**config.mk**
```make
export PLATFORM = sky130hd
export DESIGN_NAME = dmac_param
export DESIGN_NICKNAME = d
export VERILOG_FILES = /design/src/rtl/dmac_param.sv
export SDC_FILE = /design/constraint.sdc
export NUM_CORES = 1
export LEC_CHECK = 0
export BUFFER_PORTS_ARGS = -buffer_cell sky130_fd_sc_hd__buf_2
export CAP_MARGIN = 15
export CORE_ASPECT_RATIO = 0.5
export CORE_MARGIN = 2
export CORE_UTILIZATION = 60
export CTS_BUF_LIST = sky130_fd_sc_hd__clkbuf_4
export DETAILED_ROUTE_END_ITERATION = 12
export PLACE_DENSITY = 0.84
export SYNTH_ARGS = -nofsm -noshare
export SYNTH_HDL_FRONTEND = slang
export SYNTH_SLANG_ARGS = --single-unit
```
**constraint.sdc**
```tcl
create_clock -name clk -period 5.2 [get_ports clk]
set_input_delay 0.78 -clock clk [delete_from_list [all_inputs] [get_ports clk]]
set_output_delay 0.78 -clock clk [all_outputs]
set_load 0.01 [all_outputs]
```
**src/rtl/dmac_param.sv**
```systemverilog
// Parametrised DMA controller: bus slave for programming, bus master for word copies.
// Optional DMAC_STRIDE_EN adds a per-descriptor address stride register at offset 0x9.
module dmac_param #(
    parameter int DATA_W     = 32,
    parameter int ADDR_W     = 8,
    parameter int FIFO_DEPTH = 4,
    parameter int SIZE_W     = 8
) (
    input  logic              clk,
    input  logic              reset_n,
    input  logic              s_sel,
    input  logic              s_wr,
    input  logic [3:0]        s_addr,
    input  logic [DATA_W-1:0] s_din,
    output logic [DATA_W-1:0] s_dout,
    output logic              m_req,
    input  logic              m_grant,
    output logic              m_wr,
    output logic [ADDR_W-1:0] m_addr,
    output logic [DATA_W-1:0] m_dout,
    input  logic [DATA_W-1:0] m_din,
    output logic              interrupt
);

    localparam int PW = (FIFO_DEPTH > 1) ? $clog2(FIFO_DEPTH) : 1;
    localparam int CW = PW + 1;

    typedef enum logic [2:0] {
        ST_IDLE, ST_WAIT_GNT, ST_READ, ST_WRITE, ST_POP, ST_DONE
    } state_t;

    state_t            r_state;
    logic              r_op_clear;
    logic              r_int_en;
    logic [ADDR_W-1:0] r_src;
    logic [ADDR_W-1:0] r_dst;
    logic [SIZE_W-1:0] r_size;
    logic [1:0]        r_opmode;
    logic [ADDR_W-1:0] w_push_stride;

    logic              w_wr;
    logic              w_start;
    logic              w_push;

    assign w_wr    = s_sel & s_wr;
    assign w_start = w_wr && (s_addr == 4'h0) && s_din[0];
    assign w_push  = w_wr && (s_addr == 4'h3) && s_din[0];

`ifdef DMAC_STRIDE_EN
    logic [ADDR_W-1:0] r_stride;
    assign w_push_stride = r_stride;
`else
    assign w_push_stride = ADDR_W'(1);
`endif

    always_ff @(posedge clk or negedge reset_n) begin
        if (!reset_n) begin
            r_op_clear <= 1'b0;
            r_int_en   <= 1'b0;
            r_src      <= '0;
            r_dst      <= '0;
            r_size     <= '0;
            r_opmode   <= '0;
`ifdef DMAC_STRIDE_EN
            r_stride   <= ADDR_W'(1);
`endif
        end else if (w_wr) begin
            case (s_addr)
                4'h1: r_op_clear <= s_din[0];
                4'h2: r_int_en   <= s_din[0];
                4'h4: r_src      <= s_din[ADDR_W-1:0];
                4'h5: r_dst      <= s_din[ADDR_W-1:0];
                4'h6: r_size     <= s_din[SIZE_W-1:0];
                4'h8: r_opmode   <= s_din[1:0];
`ifdef DMAC_STRIDE_EN
                4'h9: r_stride   <= s_din[ADDR_W-1:0];
`endif
                default: ;
            endcase
        end
    end

    // Descriptor FIFO; storage is not reset, only pointers and count
    logic [ADDR_W-1:0] r_f_src    [FIFO_DEPTH];
    logic [ADDR_W-1:0] r_f_dst    [FIFO_DEPTH];
    logic [SIZE_W-1:0] r_f_size   [FIFO_DEPTH];
    logic [ADDR_W-1:0] r_f_stride [FIFO_DEPTH];
    logic [PW-1:0]     r_wptr;
    logic [PW-1:0]     r_rptr;
    logic [CW-1:0]     r_count;
    logic              r_ovf;
    logic              w_full;
    logic              w_empty;
    logic              w_push_ok;
    logic              w_pop;

    assign w_full    = (r_count == CW'(FIFO_DEPTH));
    assign w_empty   = (r_count == '0);
    assign w_push_ok = w_push & ~w_full;
    assign w_pop     = (r_state == ST_POP) & ~w_empty;

    always_ff @(posedge clk) begin
        if (w_push_ok) begin
            r_f_src[r_wptr]    <= r_src;
            r_f_dst[r_wptr]    <= r_dst;
            r_f_size[r_wptr]   <= r_size;
            r_f_stride[r_wptr] <= w_push_stride;
        end
    end

    always_ff @(posedge clk or negedge reset_n) begin
        if (!reset_n) begin
            r_wptr  <= '0;
            r_rptr  <= '0;
            r_count <= '0;
            r_ovf   <= 1'b0;
        end else begin
            if (w_push_ok) r_wptr <= r_wptr + PW'(1);
            if (w_pop)     r_rptr <= r_rptr + PW'(1);
            case ({w_push_ok, w_pop})
                2'b10:   r_count <= r_count + CW'(1);
                2'b01:   r_count <= r_count - CW'(1);
                default: ;
            endcase
            if (r_op_clear)
                r_ovf <= 1'b0;
            else if (w_push & w_full)
                r_ovf <= 1'b1;
        end
    end

    // Transfer engine
    logic              r_mreq;
    logic              r_mwr;
    logic [ADDR_W-1:0] r_maddr;
    logic [DATA_W-1:0] r_data;
    logic [ADDR_W-1:0] r_cur_src;
    logic [ADDR_W-1:0] r_cur_dst;
    logic [ADDR_W-1:0] r_cur_stride;
    logic [SIZE_W-1:0] r_rem;
    logic              r_op_done;
    logic [ADDR_W-1:0] w_nxt_src;
    logic [ADDR_W-1:0] w_nxt_dst;

    assign w_nxt_src = r_cur_src + (r_opmode[0] ? r_cur_stride : '0);
    assign w_nxt_dst = r_cur_dst + (r_opmode[1] ? r_cur_stride : '0);

    always_ff @(posedge clk or negedge reset_n) begin
        if (!reset_n) begin
            r_state      <= ST_IDLE;
            r_mreq       <= 1'b0;
            r_mwr        <= 1'b0;
            r_maddr      <= '0;
            r_data       <= '0;
            r_cur_src    <= '0;
            r_cur_dst    <= '0;
            r_cur_stride <= '0;
            r_rem        <= '0;
            r_op_done    <= 1'b0;
        end else begin
            case (r_state)
                ST_IDLE: begin
                    if (w_start) begin
                        if (w_empty) begin
                            r_state   <= ST_DONE;
                            r_op_done <= 1'b1;
                        end else begin
                            r_state <= ST_POP;
                        end
                    end
                end
                ST_POP: begin
                    if (w_empty) begin
                        r_state   <= ST_DONE;
                        r_op_done <= 1'b1;
                        r_mreq    <= 1'b0;
                    end else begin
                        r_cur_src    <= r_f_src[r_rptr];
                        r_cur_dst    <= r_f_dst[r_rptr];
                        r_cur_stride <= r_f_stride[r_rptr];
                        r_rem        <= r_f_size[r_rptr];
                        // zero-size descriptors are consumed without bus activity
                        if (r_f_size[r_rptr] != '0) begin
                            r_state <= ST_WAIT_GNT;
                            r_mreq  <= 1'b1;
                        end
                    end
                end
                ST_WAIT_GNT: begin
                    if (m_grant) begin
                        r_state <= ST_READ;
                        r_maddr <= r_cur_src;
                        r_mwr   <= 1'b0;
                    end
                end
                ST_READ: begin
                    if (m_grant) begin
                        r_data  <= m_din;
                        r_maddr <= r_cur_dst;
                        r_mwr   <= 1'b1;
                        r_state <= ST_WRITE;
                    end
                end
                ST_WRITE: begin
                    if (m_grant) begin
                        r_cur_src <= w_nxt_src;
                        r_cur_dst <= w_nxt_dst;
                        r_rem     <= r_rem - SIZE_W'(1);
                        r_mwr     <= 1'b0;
                        if (r_rem == SIZE_W'(1)) begin
                            r_state <= ST_POP;
                            r_mreq  <= 1'b0;
                        end else begin
                            r_state <= ST_READ;
                            r_maddr <= w_nxt_src;
                        end
                    end
                end
                ST_DONE: begin
                    if (r_op_clear) begin
                        r_state   <= ST_IDLE;
                        r_op_done <= 1'b0;
                    end
                end
                default: r_state <= ST_IDLE;
            endcase
        end
    end

    // A write strobe is only presented while the bus is actually granted
    assign m_req     = r_mreq;
    assign m_wr      = r_mwr & m_grant;
    assign m_addr    = r_maddr;
    assign m_dout    = r_data;
    assign interrupt = r_op_done & r_int_en;

    logic              w_busy;
    logic [DATA_W-1:0] w_status;

    assign w_busy = (r_state != ST_IDLE) && (r_state != ST_DONE);

    always_comb begin
        w_status          = '0;
        w_status[0]       = r_ovf;
        w_status[CW:1]    = r_count;
        w_status[CW+1]    = w_busy;
        w_status[CW+2]    = r_op_done;
    end

    always_comb begin
        s_dout = '0;
        if (s_sel && !s_wr) begin
            case (s_addr)
                4'h1: s_dout[0]          = r_op_clear;
                4'h2: s_dout[0]          = r_int_en;
                4'h4: s_dout[ADDR_W-1:0] = r_src;
                4'h5: s_dout[ADDR_W-1:0] = r_dst;
                4'h6: s_dout[SIZE_W-1:0] = r_size;
                4'h7: s_dout             = w_status;
                4'h8: s_dout[1:0]        = r_opmode;
`ifdef DMAC_STRIDE_EN
                4'h9: s_dout[ADDR_W-1:0] = r_stride;
`endif
                default: ;
            endcase
        end
    end

endmodule

```
==> impl_results.md, run 1 <==
- Die Y: 92.0 um
- Worst rel slew slack: about 40%
- Reg-to-reg critical path endpoint: r_count[2]$_DFFE_PN0P_
- DP Worst Slack: about 2.1 ns
- Initial cell density of the core: around 61%
- Dominant cells by area after synthesis: edfxtp_1 (31%), dfrtp_1 (29%), mux2_2 (7.4%)
- Clock power frac: a little under a quarter
- Synthesized instance count: 670
- Fin crit period: 3.24 ns
- Commonest cells in the netlist: dfrtp_1 (107), edfxtp_1 (96), mux2_2 (61)
- Worst-Skew Late Latency: approximately 0.63 ns
- Startpoint types: flip-flop
- First-pass GRT wire length: approximately 31,000 um
- Post-DP Area: between 9000 and 10,000 um2
- # IOs: ~150
- Fin. Hold Viols: 0
- Post-DRT Antenna Nets: 0
- Post-CTS Resized: 0
- Port Buffers: slightly below 100
- Pin count of the biggest net entering global routing: 70
- CTS max path bufs: 3
- Met3 Usage GRT: 7.66%
- CTS buffer count: 46
- Synth Flop Type: dfrtp_1
- Period utilization: between 60 and 70%
- Design Area, Final: about 10,000 um2
- Via total after detailed routing: 5,992
- Share of layout cells above drive strength 1: between 30% and 40%
- Switch share: approximately a third
- GR peak layer: met2
- Core area: 15,300 um2
- Synth unique cells: 67
- Clock Sinks: slightly above 200
- Number of global-route vias before repair: between 5,000 and 6,000
- WL/cell: ~20 um
- Flop pwr share: roughly 46%
- Fin. max-slew vios: 0
- GRT met1 Usage: between 30% and 40%
- Synth area leader: edfxtp_1
- Gpl congestion: 0.846
- HPWL Detailed: 13,700 um
- Worst EP arrival: around 2.5 ns
- Static Leak: between 0.004 and 0.005 uW
- Top cell type's share of synthesized area: around 31%
- Cell Pwr Density: just over 500 nW/um2
- Hold buffer count at cts: 0
- Met2 usage: 37.9%
- Psw: 1870 uW
- Post-synth EDFFs: 96
- Max Freq: between 300 and 400 MHz
- Slew @ Worst Pin: approximately 0.90 ns
- Crit Path Class: reg -> out
- Combinational share of power: approximately 31%
- Post-layout util: 68.2%
- TNS Setup: 0 ns
- Setup-failing EPs final: 0
- VDD IR max: ~150 uV
- Clock root buffer master: clkbuf_4
- Hold Crit Class: in -> async
- Post-Route WL: 20,200 um
- DR iter-0 viols: roughly 450
- Via density: 5.79
- TritonCTS clock tree: yes
- Internal: approximately 3500 uW
- Clk_skew: 0.0516 ns
- Mapped Area: 9280 um2
- Worst setup EP type: output port
- CTS clk-pin slew, worst paths: 0.07 ns
- # nets final: 876
- # Post-CTS Setup Buffers: 0
- Avg Cell Area, Syn: between 10 and 15 um2
- Area growth from synthesis to layout: 12.1%
- Outcome: completed
- Initial antenna violation count: 1
- Die Area: around 17,000 um2
- Row cnt: 32
- GRT overflow: 0
- Drt pass-1 iters: 5
- DIE WIDTH: between 150 and 200 um
- R2R depth: 8
- Most numerous cell in the Yosys netlist: dfrtp_1
- Yosys reg bits: approximately 200
- Post-synth ARST share: a little over half
- Seq/Total Area, Yosys: 59.9%
- Worst path required time: approximately 4.4 ns
- Final critical-path setup slack: a little under 2 ns
- Max Cap Violations: 0
- Synth Warn #: 0
- Register-to-register setup slack: 2.42 ns
- Reg2reg start: r_state[0]$_DFFE_PN0P_
- RSZ-0062 raised after global routing: false
- Worst Path Max Fanout: 23
- CTS H-tree depth: 2
- DRC Markers: 0
- Gr usage total: 24.7%
-- metrics by stage --
stage / hold WS [ns] / power, uW / instances
2_1_floorplan: 0.445 / 3600 / 693
3_3_place_gp: 0.459 / 4010 / 947
3_5_place_dp: 0.469 / 4100 / 947
4_1_cts: 0.265 / 5380 / 1033
5_1_grt: 0.302 / 5680 / 1034
6_report: 0.286 / 5350 / 1034
-- power by group through the flow --
stage               Clock, uW  Sequential, uW  Combinational [uW]
CTS                      1300            2430                1650
floorplan                   0            2390                1220
detailed placement          0            2460                1640
global route             1390            2490                1800
finish                   1260            2440                1650
global placement            0            2440                1580
-- worst max-delay path, stage by stage, from the launching register on --
cell      delay (ns)
dfrtp_1         0.83
xor2_1          0.19
nor2_1          0.09
nand2_1         0.10
o21ai_0         0.11
a211oi_1        0.35
buf_2           0.20
-- cell families after synthesis --
group / count (synthesis) / synth area share [%]
AOI/OAI and AO/OA: 122 / 8.02
xor gates and xnor gates: 8 / 0.755
adders and majority gates: 12 / 1.70
buffers and inverters: 73 / 4.93
DFF: 203 / 59.9
muxes: 97 / 15.5
other: 1 / 0.0404
and+or+nand+nor: 154 / 9.15
-- placed cells by master, fill, tap and decap left out, types with 6 or more instances in the layout --
cell | synthesis | layout
buf_4 | 30 | 11
edfxtp_1 | 96 | 96
a211oi_1 | 6 | 6
conb_1 | 1 | 24
a21o_1 | 6 | 6
dfrtp_1 | 107 | 107
and2_1 | 10 | 10
nand2_1 | 33 | 33
nor2b_1 | 9 | 9
nand3_1 | 10 | 10
ha_1 | 11 | 11
buf_2 | 12 | 98
clkbuf_4 | 0 | 74
mux4_2 | 18 | 18
mux2i_1 | 7 | 7
mux2_2 | 61 | 61
o21ai_0 | 39 | 39
clkinv_1 | 0 | 10
inv_1 | 14 | 14
mux4_1 | 10 | 10
o22ai_1 | 13 | 13
a31oi_1 | 8 | 8
nor2_1 | 47 | 47
and3_1 | 10 | 10
a21oi_1 | 29 | 29
-- layer usage --
| metal | wire length, um | share of wire [%] | vias up |
|---|---|---|---|
| li1 | - | - | 2747 |
| met1 | 8640 | 43 | 2875 |
| met2 | 9200 | 46 | 339 |
| met3 | 2090 | 10 | 31 |
| met4 | 285 | 1.4 | 0 |
| met5 | 0 | 0 | - |
-- layout make-up --
| cell class | instances | area (um2) |
|---|---|---|
| Clock buffer | 74 | 556 |
| Antenna cell | 1 | 2.50 |
| Clock inverter | 12 | 53.8 |
| Timing Repair Buffer | 109 | 573 |
| Inverter | 14 | 52.6 |
| Tap cell | 204 | 255 |
| Fill cell | 1000 | 4850 |
| Sequential cell | 203 | 5560 |
| Multi-Input combinational cell | 417 | 3350 |
-- worst max path at each step --
stage                                start                 endpoint  cells past startpoint
floorplan                        s_addr[2]  r_f_dst[0][0]$_DFFE_PP_                      4
global placement                 s_addr[2]                s_dout[0]                      7
detailed placement               s_addr[2]   r_count[1]$_DFFE_PN0P_                      9
CTS                 r_state[0]$_DFFE_PN0P_                s_dout[4]                      6
global route        r_state[0]$_DFFE_PN0P_                s_dout[4]                      6
finish              r_state[0]$_DFFE_PN0P_                s_dout[4]                      6
-- registers in the layout (all words and copies together) (netlist names), 32 cells and up --
signal,cells
r_f_src,32
r_f_dst,32
m_dout,32
r_f_size,32
(Power assumes the default switching activity.)
==> run 2, diff against run 1 <==
--- a/config.mk
+++ b/config.mk
@@ -9,10 +9,10 @@
 export CAP_MARGIN = 15
 export CORE_ASPECT_RATIO = 0.5
 export CORE_MARGIN = 2
-export CORE_UTILIZATION = 60
+export CORE_UTILIZATION = 59
 export CTS_BUF_LIST = sky130_fd_sc_hd__clkbuf_4
 export DETAILED_ROUTE_END_ITERATION = 12
-export PLACE_DENSITY = 0.84
+export PLACE_DENSITY = 0.83
 export SYNTH_ARGS = -nofsm -noshare
 export SYNTH_HDL_FRONTEND = slang
 export SYNTH_SLANG_ARGS = --single-unit
==> constraint.sdc (replaced) <==
create_clock -name clk -period 3.4 [get_ports clk]
set_input_delay 0.51 -clock clk [delete_from_list [all_inputs] [get_ports clk]]
set_output_delay 0.51 -clock clk [all_outputs]
set_load 0.01 [all_outputs]
==> run 2 against run 1 <==
Compared with the run above: power up 53%; sequential cell count did not move; sequential share of layout area is 0.24 points lower; clock skew decreased by 0.011 ns; core utilization is 0.40 points lower; routed wire length is 1.2% lower; register-to-register slack worse by 1.6 ns; sequential power is 52% higher; critical endpoint unchanged; largest cell class unchanged; largest power group unchanged.
==> impl_results.md, run 2 (synthesized netlist as in run 1, its figures left out) <==
- Port Buffers: 99 (unchanged)
- Worst EP arrival: 2.31 ns (-0.15 ns)
- DIE WIDTH: 181 um (+0.83%)
- Flop pwr share: 45.5% (about the same)
- Worst Path Max Fanout: 22 (-4.3%)
- # IOs: 148 (unchanged)
- Max Cap Violations: 0 (unchanged)
- CTS H-tree depth: 2 (unchanged)
- Cell Pwr Density: 784 nW/um2 (+52%)
- Core area: 15,400 um2 (+1.1%)
- Number of global-route vias before repair: 5,856 (-0.20%)
- Worst setup EP type: output port
- WL/cell: 19.2 um (-1.8%)
- TritonCTS clock tree: yes
- CTS buffer count: 46 (unchanged)
- Post-CTS Resized: 0 (unchanged)
- Worst rel slew slack: 26.9% (-13 points)
- DR iter-0 viols: 483 (+6.9%)
- Static Leak: 0.00439 uW (+0.80%)
- Internal: 5330 uW (+53%)
- Setup-failing EPs final: 0 (unchanged)
- Combinational share of power: 31.2% (+0.4 points)
- Drt pass-1 iters: 5 (unchanged)
- Die Y: 92.7 um (+0.80%)
- Gr usage total: 24.3% (-0.35 points)
- Post-DP Area: 9850 um2 (+0.54%)
- Startpoint types: flip-flop
- Fin. max-slew vios: 0 (unchanged)
- Switch share: 34.9% (-0.096 points)
- GRT overflow: 0 (unchanged)
- Initial antenna violation count: 0 (-1)
- Period utilization: between 80 and 90%
- Hold Crit Class: in -> async
- Worst path required time: 2.89 ns (-1.53 ns)
- RSZ-0062 raised after global routing: false
- Commonest cells after routing, fill and taps aside: dfrtp_1 (107), buf_2 (98), edfxtp_1 (96)
- Initial cell density of the core: 60.2% (-0.63 points)
- # fillers: 1,040 (+4.0%)
- Worst-Skew Late Latency: 0.62 ns (about the same)
- Slew @ Worst Pin: 1.09 ns (+0.196 ns)
- Post-Route WL: 20,000 um (-1.2%)
- Total power: 8190 uW (+53%)
- Clock power frac: 23.3% (-0.3 points)
- Post-DRT Antenna Nets: 0 (unchanged)
- CTS max path bufs: 3 (unchanged)
- VDD IR max: 318 uV (+110%)
- Area growth from synthesis to layout: 12.6%
- HPWL Detailed: 13,700 um (+0.27%)
- TNS Setup: 0 ns (unchanged)
- Max Freq: roughly 350 MHz
- Via total after detailed routing: 6,120 (+2.1%)
- Psw: 2860 uW (+53%)
- # Post-CTS Setup Buffers: 0 (unchanged)
- Outcome: completed
- Clk_skew: 0.0408 ns (-0.0108 ns)
- Hold buffer count at cts: 0 (unchanged)
- Gpl congestion: 0.862 (+1.9%)
- Fin. Hold Viols: 0 (unchanged)
- Crit Path Class: reg -> out
- DRC Markers: 0 (unchanged)
- Commonest non-fill, non-tap cell in the layout: dfrtp_1
- Design Area, Final: 10,500 um2 (+0.46%)
- CTS clk-pin slew, worst paths: 0.07 ns (about the same)
- Share of layout cells above drive strength 1: 35.0% (+0.71 points)
- Pin count of the biggest net entering global routing: 62 (-11%)
- # nets final: 883 (+0.80%)
- Die Area: 16,800 um2 (+1.6%)
- Via density: 5.88 (+1.5%)
- Row cnt: 32 (unchanged)
- Fin crit period: 2.82 ns
- First-pass GRT wire length: 31,400 um (-0.33%)
- Clock root buffer master: clkbuf_4
- Fin Hold WS: 0.00459 ns (-0.281 ns)
- Clock Sinks: 203 (unchanged)
run 2: changes by cell type in the layout (fill, tap and decap cells not counted), sizes merged:
cell	change
buf	+7
clkbuf	-1
run 2: worst paths after layout:
path,endpoint,cells after the start,start,slack [ns]
setup / recovery,s_dout[4],7,r_state[0]$_DFFE_PN0P_,0.58
hold / removal,m_dout[26]$_DFFE_PN0P_,1,reset_n,0.005
setup reg to reg,r_count[2]$_DFFE_PN0P_,8,r_state[1]$_DFFE_PN0P_,0.83
hold reg to reg,m_addr[2]$_DFFE_PN0P_,2,m_addr[2]$_DFFE_PN0P_,0.47
max in group asynchronous,m_dout[18]$_DFFE_PN0P_,2,reset_n,2.52
min in group clk,m_dout[26]$_DFFE_PN0P_,2,m_din[26],0.15
run 2: final cells by class:
cell class / count / area, um2 / area share [%]
diodes: 1 / 2.50 / 0.0239
clock inverters: 12 / 56.3 / 0.539
multi-input cells: 417 / 3350 / 32.1
inverters: 14 / 52.6 / 0.503
flip-flops and latches: 203 / 5560 / 53.2
clock buffers: 73 / 548 / 5.24
repair buffers: 116 / 626 / 5.99
well taps: 204 / 255 / 2.44
run 2: per-stage QoR:
stage	util [%]	setup slack, ns	std cells
2_1_floorplan	-	0.917	693
3_3_place_gp	63.9	0.785	954
3_5_place_dp	63.9	0.710	954
4_1_cts	67.8	0.623	1039
5_1_grt	67.8	0.456	1039
6_report	67.8	0.576	1040
run 2: worst max-delay path: stages (launching register included):
cell and delay, ns:
dfrtp_1 0.34, buf_4 0.27, xor2_1 0.18, nor2_1 0.10, nand2_1 0.09, o21ai_0 0.15
a211oi_1 0.38, buf_2 0.20
run 2: layer usage:
layer  global-route usage, %  up-vias  wire [um]
li1                        -     2756          -
met5                       0        -          0
met2                    37.3      325       9040
met3                    6.61       34       1890
met4                    7.45        0        290
met1                    34.5     3005       8750
run 2: power groups by stage:
stage	clock, uW	combinational, uW	sequential (uW)
after floorplan	0	1860	3650
after global placement	0	2460	3710
after detailed placement	0	2540	3760
after CTS	1950	2550	3710
after global routing	2090	2800	3800
final	1910	2550	3720
